<file path="config.mk">
export PLATFORM = sky130hd
export DESIGN_NAME = projectile_pool_flat
export DESIGN_NICKNAME = d
export VERILOG_FILES = /design/src/rtl/projectile_pool_if.sv /design/src/rtl/projectile_pool.sv /design/src/flat_wrapper.sv
export SDC_FILE = /design/constraint.sdc
export NUM_CORES = 1
export LEC_CHECK = 0
export ABC_AREA = 1
export ABC_CLOCK_PERIOD_IN_PS = 12000
export BUFFER_PORTS_ARGS = -buffer_cell sky130_fd_sc_hd__buf_2
export CAP_MARGIN = 20
export CORE_MARGIN = 3
export CORE_UTILIZATION = 45
export DETAILED_ROUTE_END_ITERATION = 10
export GPL_TIMING_DRIVEN = 0
export PLACE_DENSITY = 0.7
export SYNTH_ARGS = -nofsm -noshare
export SYNTH_HDL_FRONTEND = slang
export SYNTH_SLANG_ARGS = --single-unit
</file>
<file path="constraint.sdc">
create_clock -name board_clk -period 12 [get_ports board_clk]
set_clock_uncertainty 0.15 [all_clocks]
set_input_delay 3 -clock board_clk [delete_from_list [all_inputs] [get_ports board_clk]]
set_output_delay 3 -clock board_clk [all_outputs]
set_load 0.005 [all_outputs]
</file>
<file path="src/rtl/projectile_pool_if.sv">
// -----------------------------------------------------------------------------
// projectile_pool_if
// Bundle of control, position and status signals between the game logic
// (master: Player/Aliens side, or a testbench) and projectile_pool (slave).
//   tick, clear, fire_req        : game-step strobe, new-wave restart, fire level
//   player_row/col               : player anchor
//   aliens_row/col               : formation top-left
//   fire_ack, kill_valid/index   : one-cycle event pulses from the pool
//   alive, aliens_defeated       : alien grid state
//   slot_valid/row/col           : flattened live-shot positions
//   busy                         : tick processing in progress
// -----------------------------------------------------------------------------
interface projectile_pool_if #(
   parameter int NUM_SLOTS = 4,
   parameter int GRID_ROWS = 5,
   parameter int GRID_COLS = 10
);
   logic                           tick;
   logic                           clear;
   logic                           fire_req;
   logic                           fire_ack;
   logic [8:0]                     player_row;
   logic [9:0]                     player_col;
   logic [8:0]                     aliens_row;
   logic [9:0]                     aliens_col;
   logic [GRID_ROWS*GRID_COLS-1:0] alive;
   logic [NUM_SLOTS-1:0]           slot_valid;
   logic [9*NUM_SLOTS-1:0]         slot_row;
   logic [10*NUM_SLOTS-1:0]        slot_col;
   logic                           kill_valid;
   logic [5:0]                     kill_index;
   logic                           aliens_defeated;
   logic                           busy;

   modport master (
      output tick, clear, fire_req, player_row, player_col, aliens_row, aliens_col,
      input  fire_ack, alive, slot_valid, slot_row, slot_col, kill_valid,
             kill_index, aliens_defeated, busy
   );

   modport slave (
      input  tick, clear, fire_req, player_row, player_col, aliens_row, aliens_col,
      output fire_ack, alive, slot_valid, slot_row, slot_col, kill_valid,
             kill_index, aliens_defeated, busy
   );
endinterface

</file>
<file path="src/rtl/projectile_pool.sv">
// -----------------------------------------------------------------------------
// projectile_pool
// Multi-slot player projectile manager. Holds up to NUM_SLOTS shots, accepts
// fire requests subject to a tick-based cooldown, and on every game tick moves
// all shots upward then tests each one (one slot per cycle) against an
// internally owned alien alive-grid.
// Ports:
//   board_clk : system clock
//   reset     : asynchronous active-high reset
//   pool      : projectile_pool_if.slave (inputs tick/clear/fire_req/player/
//               aliens positions; outputs fire_ack, alive, slot_*, kill_*,
//               aliens_defeated, busy)
// -----------------------------------------------------------------------------
module projectile_pool #(
   parameter int NUM_SLOTS    = 4,
   parameter int GRID_ROWS    = 5,
   parameter int GRID_COLS    = 10,
   parameter int PITCH_X_LOG2 = 5,
   parameter int PITCH_Y_LOG2 = 5,
   parameter int ALIEN_W      = 24,
   parameter int ALIEN_H      = 16,
   parameter int STEP         = 4,
   parameter int COOLDOWN     = 3,
   parameter int MUZZLE_OFS   = 8
) (
   input logic              board_clk,
   input logic              reset,
   projectile_pool_if.slave pool
);
   localparam int CELLS = GRID_ROWS * GRID_COLS;
   localparam int IW    = (NUM_SLOTS > 1) ? $clog2(NUM_SLOTS) : 1;
   localparam int CDW   = (COOLDOWN > 0) ? $clog2(COOLDOWN + 1) : 1;
   localparam logic [10:0] X_MASK = 11'((1 << PITCH_X_LOG2) - 1);
   localparam logic [10:0] Y_MASK = 11'((1 << PITCH_Y_LOG2) - 1);

   typedef enum logic [1:0] {IDLE, MOVE, SCAN} state_t;

   state_t               state_q;
   logic [IW-1:0]        idx_q;
   logic [CDW-1:0]       cooldown_q;
   logic                 pending_q;
   logic                 fire_ack_q;
   logic                 defeated_q;
   logic [CELLS-1:0]     alive_q;
   logic [NUM_SLOTS-1:0] slot_valid_q;
   logic [8:0]           slot_row_q [NUM_SLOTS];
   logic [9:0]           slot_col_q [NUM_SLOTS];

   // Lowest-index free slot: descending scan so the smallest index wins.
   logic          free_found_d;
   logic [IW-1:0] free_idx_d;

   always_comb begin
      free_found_d = 1'b0;
      free_idx_d   = '0;
      for (int i = NUM_SLOTS - 1; i >= 0; i--) begin
         if (!slot_valid_q[i]) begin
            free_found_d = 1'b1;
            free_idx_d   = IW'(i);
         end
      end
   end

   // Collision test for the slot currently addressed by idx_q. Differences are
   // 11-bit two's complement; bit 10 set means the shot is left of / above
   // the formation.
   logic [10:0] dx_d, dy_d, cell_x_d, cell_y_d;
   logic        in_grid_d, in_box_d, alive_bit_d, hit_d;
   logic [5:0]  cell_d;

   always_comb begin
      dx_d        = {1'b0, slot_col_q[idx_q]} - {1'b0, pool.aliens_col};
      dy_d        = {2'b0, slot_row_q[idx_q]} - {2'b0, pool.aliens_row};
      cell_x_d    = dx_d >> PITCH_X_LOG2;
      cell_y_d    = dy_d >> PITCH_Y_LOG2;
      in_grid_d   = !dx_d[10] && !dy_d[10] &&
                    (cell_x_d < 11'(GRID_COLS)) && (cell_y_d < 11'(GRID_ROWS));
      in_box_d    = ((dx_d & X_MASK) < 11'(ALIEN_W)) && ((dy_d & Y_MASK) < 11'(ALIEN_H));
      cell_d      = 6'(cell_y_d * 11'(GRID_COLS) + cell_x_d);
      alive_bit_d = in_grid_d ? alive_q[cell_d] : 1'b0;
      hit_d       = (state_q == SCAN) && slot_valid_q[idx_q] && in_grid_d &&
                    in_box_d && alive_bit_d;
   end

   always_ff @(posedge board_clk or posedge reset) begin
      if (reset) begin
         state_q      <= IDLE;
         idx_q        <= '0;
         cooldown_q   <= '0;
         pending_q    <= 1'b0;
         fire_ack_q   <= 1'b0;
         defeated_q   <= 1'b0;
         alive_q      <= '1;
         slot_valid_q <= '0;
         for (int i = 0; i < NUM_SLOTS; i++) begin
            slot_row_q[i] <= '0;
            slot_col_q[i] <= '0;
         end
      end else begin
         fire_ack_q <= 1'b0;
         defeated_q <= (alive_q == '0);
         if (pool.clear) begin
            // New wave: overrides everything, including a scan in flight.
            state_q      <= IDLE;
            idx_q        <= '0;
            cooldown_q   <= '0;
            pending_q    <= 1'b0;
            alive_q      <= '1;
            slot_valid_q <= '0;
         end else begin
            // One tick of slack while busy; a second overlapping tick is lost.
            if ((state_q != IDLE) && pool.tick)
               pending_q <= 1'b1;
            case (state_q)
               IDLE: begin
                  if (pool.tick || pending_q) begin
                     pending_q <= 1'b0;
                     state_q   <= MOVE;
                  end else if (pool.fire_req && (cooldown_q == '0) && free_found_d) begin
                     fire_ack_q <= 1'b1;
                     cooldown_q <= CDW'(COOLDOWN);
                     // A player on row 0 has nowhere to spawn a shot above it.
                     if (pool.player_row != 9'd0) begin
                        slot_valid_q[free_idx_d] <= 1'b1;
                        slot_row_q[free_idx_d]   <= pool.player_row - 9'd1;
                        slot_col_q[free_idx_d]   <= pool.player_col + 10'(MUZZLE_OFS);
                     end
                  end
               end
               MOVE: begin
                  for (int i = 0; i < NUM_SLOTS; i++) begin
                     if (slot_valid_q[i]) begin
                        if (slot_row_q[i] < 9'(STEP))
                           slot_valid_q[i] <= 1'b0;
                        else
                           slot_row_q[i] <= slot_row_q[i] - 9'(STEP);
                     end
                  end
                  if (cooldown_q != '0)
                     cooldown_q <= cooldown_q - CDW'(1);
                  idx_q   <= '0;
                  state_q <= SCAN;
               end
               SCAN: begin
                  // Clearing the bit here makes later slots of this tick miss.
                  if (hit_d) begin
                     alive_q[cell_d]     <= 1'b0;
                     slot_valid_q[idx_q] <= 1'b0;
                  end
                  if (idx_q == IW'(NUM_SLOTS - 1))
                     state_q <= IDLE;
                  else
                     idx_q <= idx_q + IW'(1);
               end
               default: state_q <= IDLE;
            endcase
         end
      end
   end

   // Kill is decoded within the scan cycle so slot i reports at T+2+i.
   assign pool.kill_valid      = hit_d;
   assign pool.kill_index      = hit_d ? cell_d : 6'd0;
   assign pool.fire_ack        = fire_ack_q;
   assign pool.alive           = alive_q;
   assign pool.aliens_defeated = defeated_q;
   assign pool.busy            = (state_q != IDLE);
   assign pool.slot_valid      = slot_valid_q;

   for (genvar gi = 0; gi < NUM_SLOTS; gi++) begin : g_slot_out
      assign pool.slot_row[9*gi +: 9]   = slot_row_q[gi];
      assign pool.slot_col[10*gi +: 10] = slot_col_q[gi];
   end
endmodule

</file>
<file path="src/flat_wrapper.sv">
// flat-port wrapper written by rule: the top's interface ports become plain ports
module projectile_pool_flat 
#(
   parameter int NUM_SLOTS    = 4,
   parameter int GRID_ROWS    = 5,
   parameter int GRID_COLS    = 10,
   parameter int PITCH_X_LOG2 = 5,
   parameter int PITCH_Y_LOG2 = 5,
   parameter int ALIEN_W      = 24,
   parameter int ALIEN_H      = 16,
   parameter int STEP         = 4,
   parameter int COOLDOWN     = 3,
   parameter int MUZZLE_OFS   = 8
)
  (board_clk, reset, pool_tick, pool_clear, pool_fire_req, pool_player_row, pool_player_col, pool_aliens_row, pool_aliens_col, pool_fire_ack, pool_alive, pool_slot_valid, pool_slot_row, pool_slot_col, pool_kill_valid, pool_kill_index, pool_aliens_defeated, pool_busy);
  projectile_pool_if #(.NUM_SLOTS(NUM_SLOTS), .GRID_ROWS(GRID_ROWS), .GRID_COLS(GRID_COLS)) pool_i ();
  input logic board_clk;
  input logic reset;
  input wire logic [$bits(pool_i.tick)-1:0] pool_tick;
  input wire logic [$bits(pool_i.clear)-1:0] pool_clear;
  input wire logic [$bits(pool_i.fire_req)-1:0] pool_fire_req;
  input wire logic [$bits(pool_i.player_row)-1:0] pool_player_row;
  input wire logic [$bits(pool_i.player_col)-1:0] pool_player_col;
  input wire logic [$bits(pool_i.aliens_row)-1:0] pool_aliens_row;
  input wire logic [$bits(pool_i.aliens_col)-1:0] pool_aliens_col;
  output wire logic [$bits(pool_i.fire_ack)-1:0] pool_fire_ack;
  output wire logic [$bits(pool_i.alive)-1:0] pool_alive;
  output wire logic [$bits(pool_i.slot_valid)-1:0] pool_slot_valid;
  output wire logic [$bits(pool_i.slot_row)-1:0] pool_slot_row;
  output wire logic [$bits(pool_i.slot_col)-1:0] pool_slot_col;
  output wire logic [$bits(pool_i.kill_valid)-1:0] pool_kill_valid;
  output wire logic [$bits(pool_i.kill_index)-1:0] pool_kill_index;
  output wire logic [$bits(pool_i.aliens_defeated)-1:0] pool_aliens_defeated;
  output wire logic [$bits(pool_i.busy)-1:0] pool_busy;
  assign pool_i.tick = pool_tick;
  assign pool_i.clear = pool_clear;
  assign pool_i.fire_req = pool_fire_req;
  assign pool_i.player_row = pool_player_row;
  assign pool_i.player_col = pool_player_col;
  assign pool_i.aliens_row = pool_aliens_row;
  assign pool_i.aliens_col = pool_aliens_col;
  assign pool_fire_ack = pool_i.fire_ack;
  assign pool_alive = pool_i.alive;
  assign pool_slot_valid = pool_i.slot_valid;
  assign pool_slot_row = pool_i.slot_row;
  assign pool_slot_col = pool_i.slot_col;
  assign pool_kill_valid = pool_i.kill_valid;
  assign pool_kill_index = pool_i.kill_index;
  assign pool_aliens_defeated = pool_i.aliens_defeated;
  assign pool_busy = pool_i.busy;
  projectile_pool #(.NUM_SLOTS(NUM_SLOTS), .GRID_ROWS(GRID_ROWS), .GRID_COLS(GRID_COLS), .PITCH_X_LOG2(PITCH_X_LOG2), .PITCH_Y_LOG2(PITCH_Y_LOG2), .ALIEN_W(ALIEN_W), .ALIEN_H(ALIEN_H), .STEP(STEP), .COOLDOWN(COOLDOWN), .MUZZLE_OFS(MUZZLE_OFS)) u_core (.board_clk(board_clk), .reset(reset), .pool(pool_i));
endmodule
</file>
### After elaboration in Yosys (flattened, before gate mapping)

Cells that the tools add are included.

| word-level totals | value |
|---|---|
| bits in registers | 139 |
| input port bits | 43 |
| output and inout port bits | 140 |
| word-level logic and storage cells | 197 |

| operators by class | value |
|---|---|
| $add $sub $neg | 11 |
| multiply operators | 1 |
| magnitude comparators | 17 |
| eq/ne operators | 22 |
| multiplexer cells | 81 |
| bitwise gates (word level) | 9 |
| reductions and logical operators | 40 |

Operator list:

| kind | number |
|---|---|
| $mux W50 | 3 |
| $mux W36 | 3 |
| $mux W9 | 11 |
| $pmux W36 S2 | 1 |
| $and A50 B50 Y50 | 1 |
| $logic_not A50 Y1 | 1 |
| $not A50 Y50 | 1 |
| $bwmux W40 | 1 |
| $bwmux W36 | 1 |
| $lt A9 B3 Y1 const B | 4 |
| $sub A9 B3 Y9 const B | 4 |
| $mux W10 | 3 |
| $reduce_and A7 Y1 | 4 |
| $mux W1 | 26 |
| $mux W2 | 13 |
| $bmux W10 S2 | 1 |
| $demux W10 S2 | 1 |
| $mux W4 | 5 |
| $bmux W9 S2 | 1 |
| $demux W9 S2 | 1 |
| $logic_and A1 B1 Y1 | 15 |
| $ne A3 B2 Y1 const B | 5 |
| $ne A2 B1 Y1 const B | 6 |
| $pmux W4 S3 | 1 |
| other kinds (43) | 68 |

### Logic depth before layout (Yosys ltp)

Gate-level depths: netlist (run 1).

| logic depth | value |
|---|---|
| word-level depth | 16 |
| depth in mapped cells | 35 |
| mapped depth without buffers | 32 |

### Least setup slack after synthesis (run 1)

No wires, ideal clock.

| path | value |
|---|---|
| kind | input-to-output |
| start point | input port pool_aliens_col[2] |
| end point | output port pool_kill_index[0] |
| data arrival time | 6,354 ps |
| data required time | 8,850 ps |
| path slack | 2,496 ps |
| stages on the path | 27 |
| buffers on the path | 3 |
| cells stage by stage | inv_1 ha_1 a21oi_1 nor2_1 nor2_1 nand2_2 nand2_2 nand2_1 nand2_1 nand2_1 xor2_1 inv_1 fa_1 inv_1 nor2_1 clkbuf_1 nand2_1 o21ai_1 inv_1 nand3_1 nand2_1 nand2_1 nand3_1 nand3_2 buf_6 buf_6 nor2_1 |

| on the way | value |
|---|---|
| longest elaborated chain between the ends | 9 |
| elaborated cells between the ends (all ways) | 16 |
| those cells by class | 2 x add/sub; 2 x order compare; 4 x mux; 8 x reduce/logical |

Ends and longest elaborated chain:

| item | RTL line | RTL |
|---|---|---|
| start: declaration | flat_wrapper.sv:25 | `input wire logic [$bits(pool_i.aliens_col)-1:0] pool_aliens_col;` |
| $sub A10 B10 Y11 * | projectile_pool.sv:72 | `dx_d = {1'b0, slot_col_q[idx_q]} - {1'b0, pool.aliens_col};` |
| parallel branches: the longest is 7 deep, another holds $add A6 B6 Y6 | - |  |
| $mux W6 * | projectile_pool.sv:163 | `assign pool.kill_index = hit_d ? cell_d : 6'd0;` |
| end: declaration | flat_wrapper.sv:32 | `output wire logic [$bits(pool_i.kill_index)-1:0] pool_kill_index;` |

Mark *: on every way between the ends. The select of a mux whose other input is x is not followed.

### Worst setup path after layout (run 1)

| path | value |
|---|---|
| start point | input port pool_aliens_col[2] |
| end point | output port pool_kill_index[4] |

Same word-level chain as after synthesis.

==> results of run 1 <==
[cell families (layout without fill, tap and decap cells)]
| kind of cell | count (synthesis) | in the layout |
|---|---|---|
| simple gates | 567 | 567 |
| compound gates | 250 | 250 |
| buf+inv | 212 | 430 |
| flops | 139 | 139 |
| fa+ha+maj | 42 | 42 |
| mux | 33 | 33 |
| xor+xnor | 24 | 24 |
| other cells | 0 | 2 |
[cell usage in the layout (no fill, tap or decap), drive strengths merged, types with 2 or more instances in the layout]
master      n
nand3b     14
clkinvlp    2
dfrtp      89
clkinv      7
nor3       14
o2111ai     3
a221oi      2
xnor2       7
o21ai     147
clkbuf     53
o31ai       2
nor2      116
o311ai      3
a211oi      2
o211ai      2
inv       167
nand2     321
nor4        9
a31oi       2
a21oi      48
ha         41
nand3      77
diode       2
a21boi      2
nand4      11
o21a        4
dfstp      50
o22ai      23
mux2       33
buf       197
xor2       17
bufinv      4
o32ai       4
or2         4
[Yosys cell counts (4+ instances only)]
| cell | count | area share |
|---|---|---|
| a21oi_1 | 48 | 0.026 |
| buf_6 | 4 | 0.0048 |
| clkbuf_1 | 35 | 0.014 |
| dfrtp_1 | 89 | 0.24 |
| dfstp_2 | 50 | 0.14 |
| ha_1 | 41 | 0.055 |
| inv_1 | 161 | 0.065 |
| mux2_2 | 33 | 0.040 |
| nand2_1 | 312 | 0.13 |
| nand2_2 | 7 | 0.0047 |
| nand3_1 | 75 | 0.040 |
| nand3b_1 | 14 | 0.011 |
| nand4_1 | 11 | 0.0074 |
| nor2_1 | 112 | 0.045 |
| nor3_1 | 13 | 0.0070 |
| nor4_1 | 9 | 0.0061 |
| o21a_1 | 4 | 0.0032 |
| o21ai_0 | 109 | 0.059 |
| o21ai_1 | 38 | 0.020 |
| o22ai_1 | 23 | 0.015 |
| o32ai_1 | 4 | 0.0038 |
| xnor2_1 | 7 | 0.0066 |
| xor2_1 | 17 | 0.016 |
[through the flow]
stage                     utilization  setup slack, ps
after detailed placement        0.532             1550
after CTS                       0.563             1520
final                           0.564             1410
after global routing            0.564             1020
after floorplan                     -             2500
after global placement          0.529             1540
[layer usage]
layer / GRT usage / up-vias
met5: 0 / -
met4: 0.115 / 0
met3: 0.0494 / 78
met2: 0.433 / 428
met1: 0.368 / 4518
li1: - / 4586
[layout make-up]
class,count,area (µm²),share of cell area
Tap cell,265,332,0.0295
Multi-Input combinational cell,916,4920,0.438
Buffer,46,218,0.0194
Clock buffer,18,429,0.0382
Antenna cell,2,5.00,0.000446
Timing Repair Buffer,186,958,0.0854
Sequential cell,139,3540,0.316
Inverter,166,628,0.0560
Clock inverter,14,193,0.0172
[critical path, delay by kind of cell]
family | cells | cell delay [ps]
simple gates | 15 | 1480
buf+inv | 9 | 1360
fa+ha+maj | 2 | 1020
compound gates | 2 | 370
xor+xnor | 1 | 210
[registers in the layout, summed over array words and instances (netlist names)]
register                     flops
u_core.pool.alive               50
u_core.pool.slot_col            40
u_core.pool.slot_row            36
u_core.pool.slot_valid           4
u_core.cooldown_q                2
u_core.idx_q                     2
u_core.state_q                   2
u_core.pending_q                 1
u_core.pool.aliens_defeated      1
u_core.pool.fire_ack             1
[worst max-delay path by stage]
| stage | end | depth (start not counted) | from |
|---|---|---|---|
| 2_1_floorplan | pool_kill_index[0] | 27 | pool_aliens_col[2] |
| 3_3_place_gp | pool_kill_index[4] | 29 | pool_aliens_col[2] |
| 3_5_place_dp | pool_kill_index[4] | 29 | pool_aliens_col[2] |
| 4_1_cts | pool_kill_index[4] | 29 | pool_aliens_col[2] |
| 5_1_grt | pool_kill_index[4] | 31 | pool_aliens_col[2] |
| 6_report | pool_kill_index[4] | 29 | pool_aliens_col[2] |
==> impl_metrics.yaml, run 1 <==
synth:
  synth_cells: 1267
  synthAdderAreaFrac: 0.0573
  synth-compound-area-share: 0.148
  synth.area.mux_share: 0.0400
  synth_edf_count: 0
  yosys_warnings: 0
  async_reset_ff_frac: 1.00
  synth_cell_types: 52
  yosysSeqAreaShare: 0.381
  synth_top_family_by_area: "simple AND/OR/NAND/NOR gates"
  syn_area_mm2: 0.00930
  syn-num-nets: 1352
  synth_xor_area_frac: 0.0226
  synth-main-ff-cell: "dfrtp_1"
  avgSynthCellArea_um2: 7.34
  ys_seq_elements: 139
  synthSimpleGateAreaFrac: 0.261
worst_setup_path:
  cpMostUsedCell: "nand2_1"
  path_class: "input port to primary output"
  max_stage_delay_ps: 690
  r2r_cells: 32
  r2r_setup_slack_ps: 5520
  cpMaxStageDelayCell: "fa_1"
  r2r_end: "u_core.pool.slot_valid[0]"
  arrival_ps: 7440
  crit_fanout: 10
  critPathRequiredTime_ps: 8850
  cp-start-kind: "input port"
  timing.rr.start: "u_core.idx_q[0]"
  crit_path_end_kind: "primary output"
job:
  cap_viol_max_count: 0
floorplanning:
  die_area_mm2: 0.0224
  die_y_um: 150
  initial_core_util: 0.467
  num_rows: 51
  die_x_um: 150
  pin_count: 183
  fp.coreArea_mm2: 0.0199
global_route:
  grt_pass1_vias: 9057
  antenna_found_initial: 2
  grt_overflow: 0
  track_usage: 0.273
  grt_max_degree: 77
  grt_pass1_wl_mm: 47.9
hold_path:
  min_path_cells: 2
  hold_path_class: "flip-flop to flip-flop"
  hp-start: "u_core.pool.alive[2]"
  min_to: "u_core.pool.alive[2]"
clocking:
  tritoncts: "done"
  clock_latency_ps: 420
  clk_pin_slew_ps: 60
  post_cts_buffers: 0
  cts_resized: 0
  cts_made_buffers: 17
  cts_buffer_depth: 2
  postCtsHoldBufs: 0
  clock-sinks: 139
  cts_root_buf: "clkbuf_16"
  htree_levels: 4
placed_design:
  io_buffers: 182
  dpl_cell_area_mm2: 0.0106
  gp_congestion: 0.971
  hpwl_mm: 23.2
  dp.cells: 1718
final_layout:
  instances_no_fill: 1752
  fillCellCount: 1913
  drive_gt1_frac: 0.224
  layout.nets: 1557
  fin_area_mm2: 0.0112
  area_growth_pct: 20.7
route:
  dr_wl_met2_mm: 14.0
  dr.pass1.iters: 6
  vias: 9610
  wl_per_cell_um: 17.3
  wl_met1_mm: 12.7
  highest_layer: "met4"
  route.met3.wl_mm: 2.55
  drt_first_iter_violations: 670
  postRouteAntennaNets: 0
  routed_wl_mm: 30.3
  drc_errors: 0
  vias_per_cell: 5.49
timing:
  fmax_mhz: 94.4
  fin_crit_sh: 0.883
  hold_ws_ps: 334
  setup_tns_ps: 0
  rsz0062_at_grt: "false"
  slew_headroom: 0.449
  post-route-min-period_ps: 10590
  hold_viol: 0
  finalSetupViolCount: 0
  tightest_slew_ps: 824
  slew_viol_final: 0
outcome:
  status: "completed"
Power of run 1 is left out: the tool's default activity adds up to more than one toggle a clock period on the data nets, which glitch-free logic cannot reach.
==> run 2, diff against run 1 <==
--- a/config.mk
+++ b/config.mk
@@ -15,2 +15,3 @@
 export GPL_TIMING_DRIVEN = 0
+export MAX_ROUTING_LAYER = met4
 export PLACE_DENSITY = 0.7
==> constraint.sdc (replaced) <==
create_clock -name board_clk -period 12 [get_ports board_clk]
set_clock_uncertainty 0.15 [all_clocks]
set_input_delay 1.2 -clock board_clk [delete_from_list [all_inputs] [get_ports board_clk]]
set_output_delay 1.2 -clock board_clk [all_outputs]
set_load 0.005 [all_outputs]
==> impl_metrics.yaml, run 2 (synthesis gave the netlist of run 1 again) <==
final_layout:
  mostFrequentLayoutCells: "nand2_1, buf_2, inv_1"
  layout.nets: 1557
  drive_gt1_frac: 0.224
  fillCellCount: 1930
  layout_commonest_cell: "nand2_1"
  area_growth_pct: 21.0
  largest_register_ffs: 50
clocking:
  clock-sinks: 139
  htree_levels: 4
  cts_resized: 0
  tritoncts: "done"
  cts_root_buf: "clkbuf_16"
  cts_made_buffers: 17
  clk_pin_slew_ps: 60
  cts_buffer_depth: 2
  post_cts_buffers: 0
  postCtsHoldBufs: 0
  clock_latency_ps: 430
floorplanning:
  initial_core_util: 0.467
  die_area_mm2: 0.0224
  die_y_um: 150
  pin_count: 183
  num_rows: 51
  fp.coreArea_mm2: 0.0199
  die_x_um: 150
placed_design:
  hpwl_mm: 23.2
  io_buffers: 182
  gp_congestion: 0.982
worst_setup_path:
  cpMostUsedCell: "nand2_1"
  arrival_ps: 6830
  max_stage_delay_ps: 680
  r2r_cells: 31
  critPathRequiredTime_ps: 10650
  r2r_end: "u_core.pool.slot_valid[2]"
  crit_fanout: 10
  cp-start-kind: "flip-flop"
  crit_path_end_kind: "primary output"
  cpMaxStageDelayCell: "fa_1"
  timing.rr.start: "u_core.idx_q[0]"
  r2r_setup_slack_ps: 5450
  path_class: "flip-flop to primary output"
route:
  drt_first_iter_violations: 733
  vias: 9594
  drc_errors: 0
  vias_per_cell: 5.47
  dr.pass1.iters: 8
  routed_wl_mm: 30.6
  postRouteAntennaNets: 0
  wl_per_cell_um: 17.5
timing:
  finalSetupViolCount: 0
  fin_crit_sh: 0.682
  slew_viol_final: 0
  setup_tns_ps: 0
  hold_viol: 0
  tightest_slew_ps: 833
  rsz0062_at_grt: "false"
  slew_headroom: 0.440
  fmax_mhz: 122
  post-route-min-period_ps: 8180
global_route:
  grt_pass1_vias: 9045
  track_usage: 0.283
  grt_max_degree: 77
  antenna_found_initial: 2
  grt_pass1_wl_mm: 48.0
  grt_overflow: 0
outcome:
  status: "completed"
job:
  cap_viol_max_count: 0
hold_path:
  min_to: "u_core.pool.alive[21]"
  min_path_cells: 2
  hold_path_class: "flip-flop to flip-flop"
  hp-start: "u_core.pool.alive[21]"
==> run 2: cell types whose count changed in the layout (fill, tap and decap cells not counted), sizes merged <==
cell / change
diode: +1
bufinv: +1
clkinv: -2
clkbuf: +1
==> run 2: critical path, delay by kind of cell (launching register included) <==
kind,cells,cell delay (ps)
AOI/OAI and AO/OA,3,800
xor gates and xnor gates,1,200
adders and majority gates,2,1030
buffers and inverters,9,2330
DFF,1,540
and+or+nand+nor,15,1470
==> run 2: routing by layer <==
metal  track usage  vias to the layer above  share of wire
li1              -                     4588              -
met1         0.373                     4467           0.42
met2         0.438                      459           0.46
met3        0.0391                       80          0.079
met4         0.123                        0          0.036
met5             -                        -              0
==> run 2: worst max path at each step <==
stage	endpoint	startpoint	slack, ps	cells past startpoint
detailed placement	pool_kill_index[4]	u_core.idx_q[0]	4490	28
global route	pool_kill_index[4]	u_core.idx_q[0]	3400	30
floorplan	pool_kill_index[0]	pool_aliens_col[2]	6100	27
CTS	pool_kill_index[4]	u_core.idx_q[0]	3970	30
global placement	pool_kill_index[4]	u_core.idx_q[0]	4570	31
finish	pool_kill_index[4]	u_core.idx_q[0]	3820	30
==> run 2: through the flow <==
step / setup slack (ps) / area, µm² / cells / hold slack, ps / util
5_1_grt: 3400 / 11200 / 1752 / 354 / 0.565
4_1_cts: 3970 / 11200 / 1750 / 343 / 0.565
3_5_place_dp: 4490 / 10600 / 1718 / 333 / 0.532
6_report: 3820 / 11200 / 1753 / 337 / 0.565
2_1_floorplan: 6100 / 9300 / 1267 / 321 / -
3_3_place_gp: 4570 / 10500 / 1714 / 328 / 0.529
==> run 2: layout make-up <==
type,count,area [µm²],share of cell area
clock inverters,13,214,0.0190
multi-input cells,916,4920,0.437
inverters,166,628,0.0558
diodes,3,7.51,0.000667
plain buffers,46,218,0.0194
well taps,265,332,0.0295
flip-flops and latches,139,3540,0.315
clock buffers,19,433,0.0385
repair buffers,186,958,0.0852
Power of run 2 is left out for the same reason.
==> run 3, diff against run 2 <==
ABC_CLOCK_PERIOD_IN_PS = 7600   (was 12000)
clock period = 7.6 ns   (was 12 ns; I/O delays follow)
==> impl_metrics.yaml, run 3 (synthesis gave the netlist of run 1 again) <==
clocking:
  post_cts_buffers: 0
  cts_buffer_depth: 2
  htree_levels: 4
  cts_made_buffers: 17
  cts_root_buf: "clkbuf_16"
  clk_pin_slew_ps: 60
  clock-sinks: 139
  tritoncts: "done"
  clock_latency_ps: 440
final_layout:
  area_growth_pct: 21.1
  layout_commonest_cell: "nand2_1"
  mostFrequentLayoutCells: "nand2_1, buf_2, inv_1"
  instances_no_fill: 1750
  fin_area_mm2: 0.0113
  drive_gt1_frac: 0.230
  largest_register_ffs: 50
  layout.nets: 1555
worst_setup_path:
  max_stage_delay_ps: 690
  timing.rr.start: "u_core.idx_q[1]"
  r2r_end: "u_core.pool.slot_valid[2]"
  critPathRequiredTime_ps: 6690
  cpMaxStageDelayCell: "fa_1"
  cpMostUsedCell: "nand2_1"
  r2r_cells: 33
  cp-start-kind: "flip-flop"
  path_class: "flip-flop to primary output"
  r2r_setup_slack_ps: 1660
  arrival_ps: 6210
  crit_path_end_kind: "primary output"
  crit_fanout: 11
timing:
  fin_crit_sh: 0.936
  post-route-min-period_ps: 7120
  hold_viol: 0
  slew_headroom: 0.436
  hold_ws_ps: 248
  slew_viol_final: 0
  fmax_mhz: 141
  rsz0062_at_grt: "false"
  finalSetupViolCount: 0
  setup_tns_ps: 0
  tightest_slew_ps: 839
route:
  wl_per_cell_um: 17.5
  routed_wl_mm: 30.6
  postRouteAntennaNets: 0
  vias: 9587
  drt_first_iter_violations: 759
  drc_errors: 0
  vias_per_cell: 5.48
  dr.pass1.iters: 5
outcome:
  status: "completed"
global_route:
  track_usage: 0.283
  grt_max_degree: 77
  grt_pass1_wl_mm: 48.0
  grt_pass1_vias: 9045
  grt_overflow: 0
  antenna_found_initial: 2
floorplanning:
  pin_count: 183
  die_area_mm2: 0.0224
  die_y_um: 150
  fp.coreArea_mm2: 0.0199
  die_x_um: 150
  num_rows: 51
  initial_core_util: 0.467
job:
  cap_viol_max_count: 0
placed_design:
  gp_congestion: 0.982
  hpwl_mm: 23.2
  dpl_cell_area_mm2: 0.0106
  dp.cells: 1718
  io_buffers: 182
hold_path:
  hold_path_class: "input port to async pin"
[run 3: cell types whose count changed in the layout (fill, tap and decap cells not counted), sizes merged]
cell,change
clkbuf,-2
diode,-1
[run 3: worst max-delay path by stage]
stage / start / to / slack, ps / cells past startpoint
final: u_core.idx_q[1] / pool_kill_index[4] / 480 / 32
after global routing: u_core.idx_q[1] / pool_kill_index[3] / 50 / 30
after CTS: u_core.idx_q[0] / pool_kill_index[4] / 10 / 30
after detailed placement: u_core.idx_q[0] / pool_kill_index[4] / 530 / 28
after global placement: u_core.idx_q[0] / pool_kill_index[4] / 610 / 31
after floorplan: u_core.idx_q[0] / pool_kill_index[0] / 2140 / 31
[run 3: area by class of cell]
cell class,count,area [µm²]
clock inverters,13,214
fillers,1927,8650
repair buffers,186,958
flip-flops and latches,139,3540
well taps,265,332
diodes,2,5.00
multi-input cells,916,4930
inverters,166,628
clock buffers,19,433
plain buffers,44,219
[run 3: what timing repair did]
item | in CTS | in global routing
hold buffers | 0 | 0
hold endpoints to repair | 0 | 0
resized for setup | 0 | 16
setup endpoints to repair | 0 | 7
[run 3: through the flow]
stage,util,setup slack [ps]
after global routing,0.566,54.1
after floorplan,-,2140
after detailed placement,0.532,534
after CTS,0.565,12.3
after global placement,0.529,608
final,0.566,485
[run 3: critical path, delay by kind of cell, from the launching register on]
family                   cells  cell delay (ps)
buffers and inverters        9             1730
flip-flops                   1              490
adder cells (fa/ha/maj)      2             1040
AND/OR/NAND/NOR             17             1480
XOR/XNOR                     1              210
AO/OA/AOI/OAI                3              820
[run 3: metal layers]
metal,up-vias,global-route usage,routed length [µm]
met4,0,0.123,1050
met3,73,0.0391,2450
met1,4452,0.373,12900
met2,476,0.438,14200
li1,4586,-,-
met5,-,-,0
Power of run 3 is left out for the same reason.
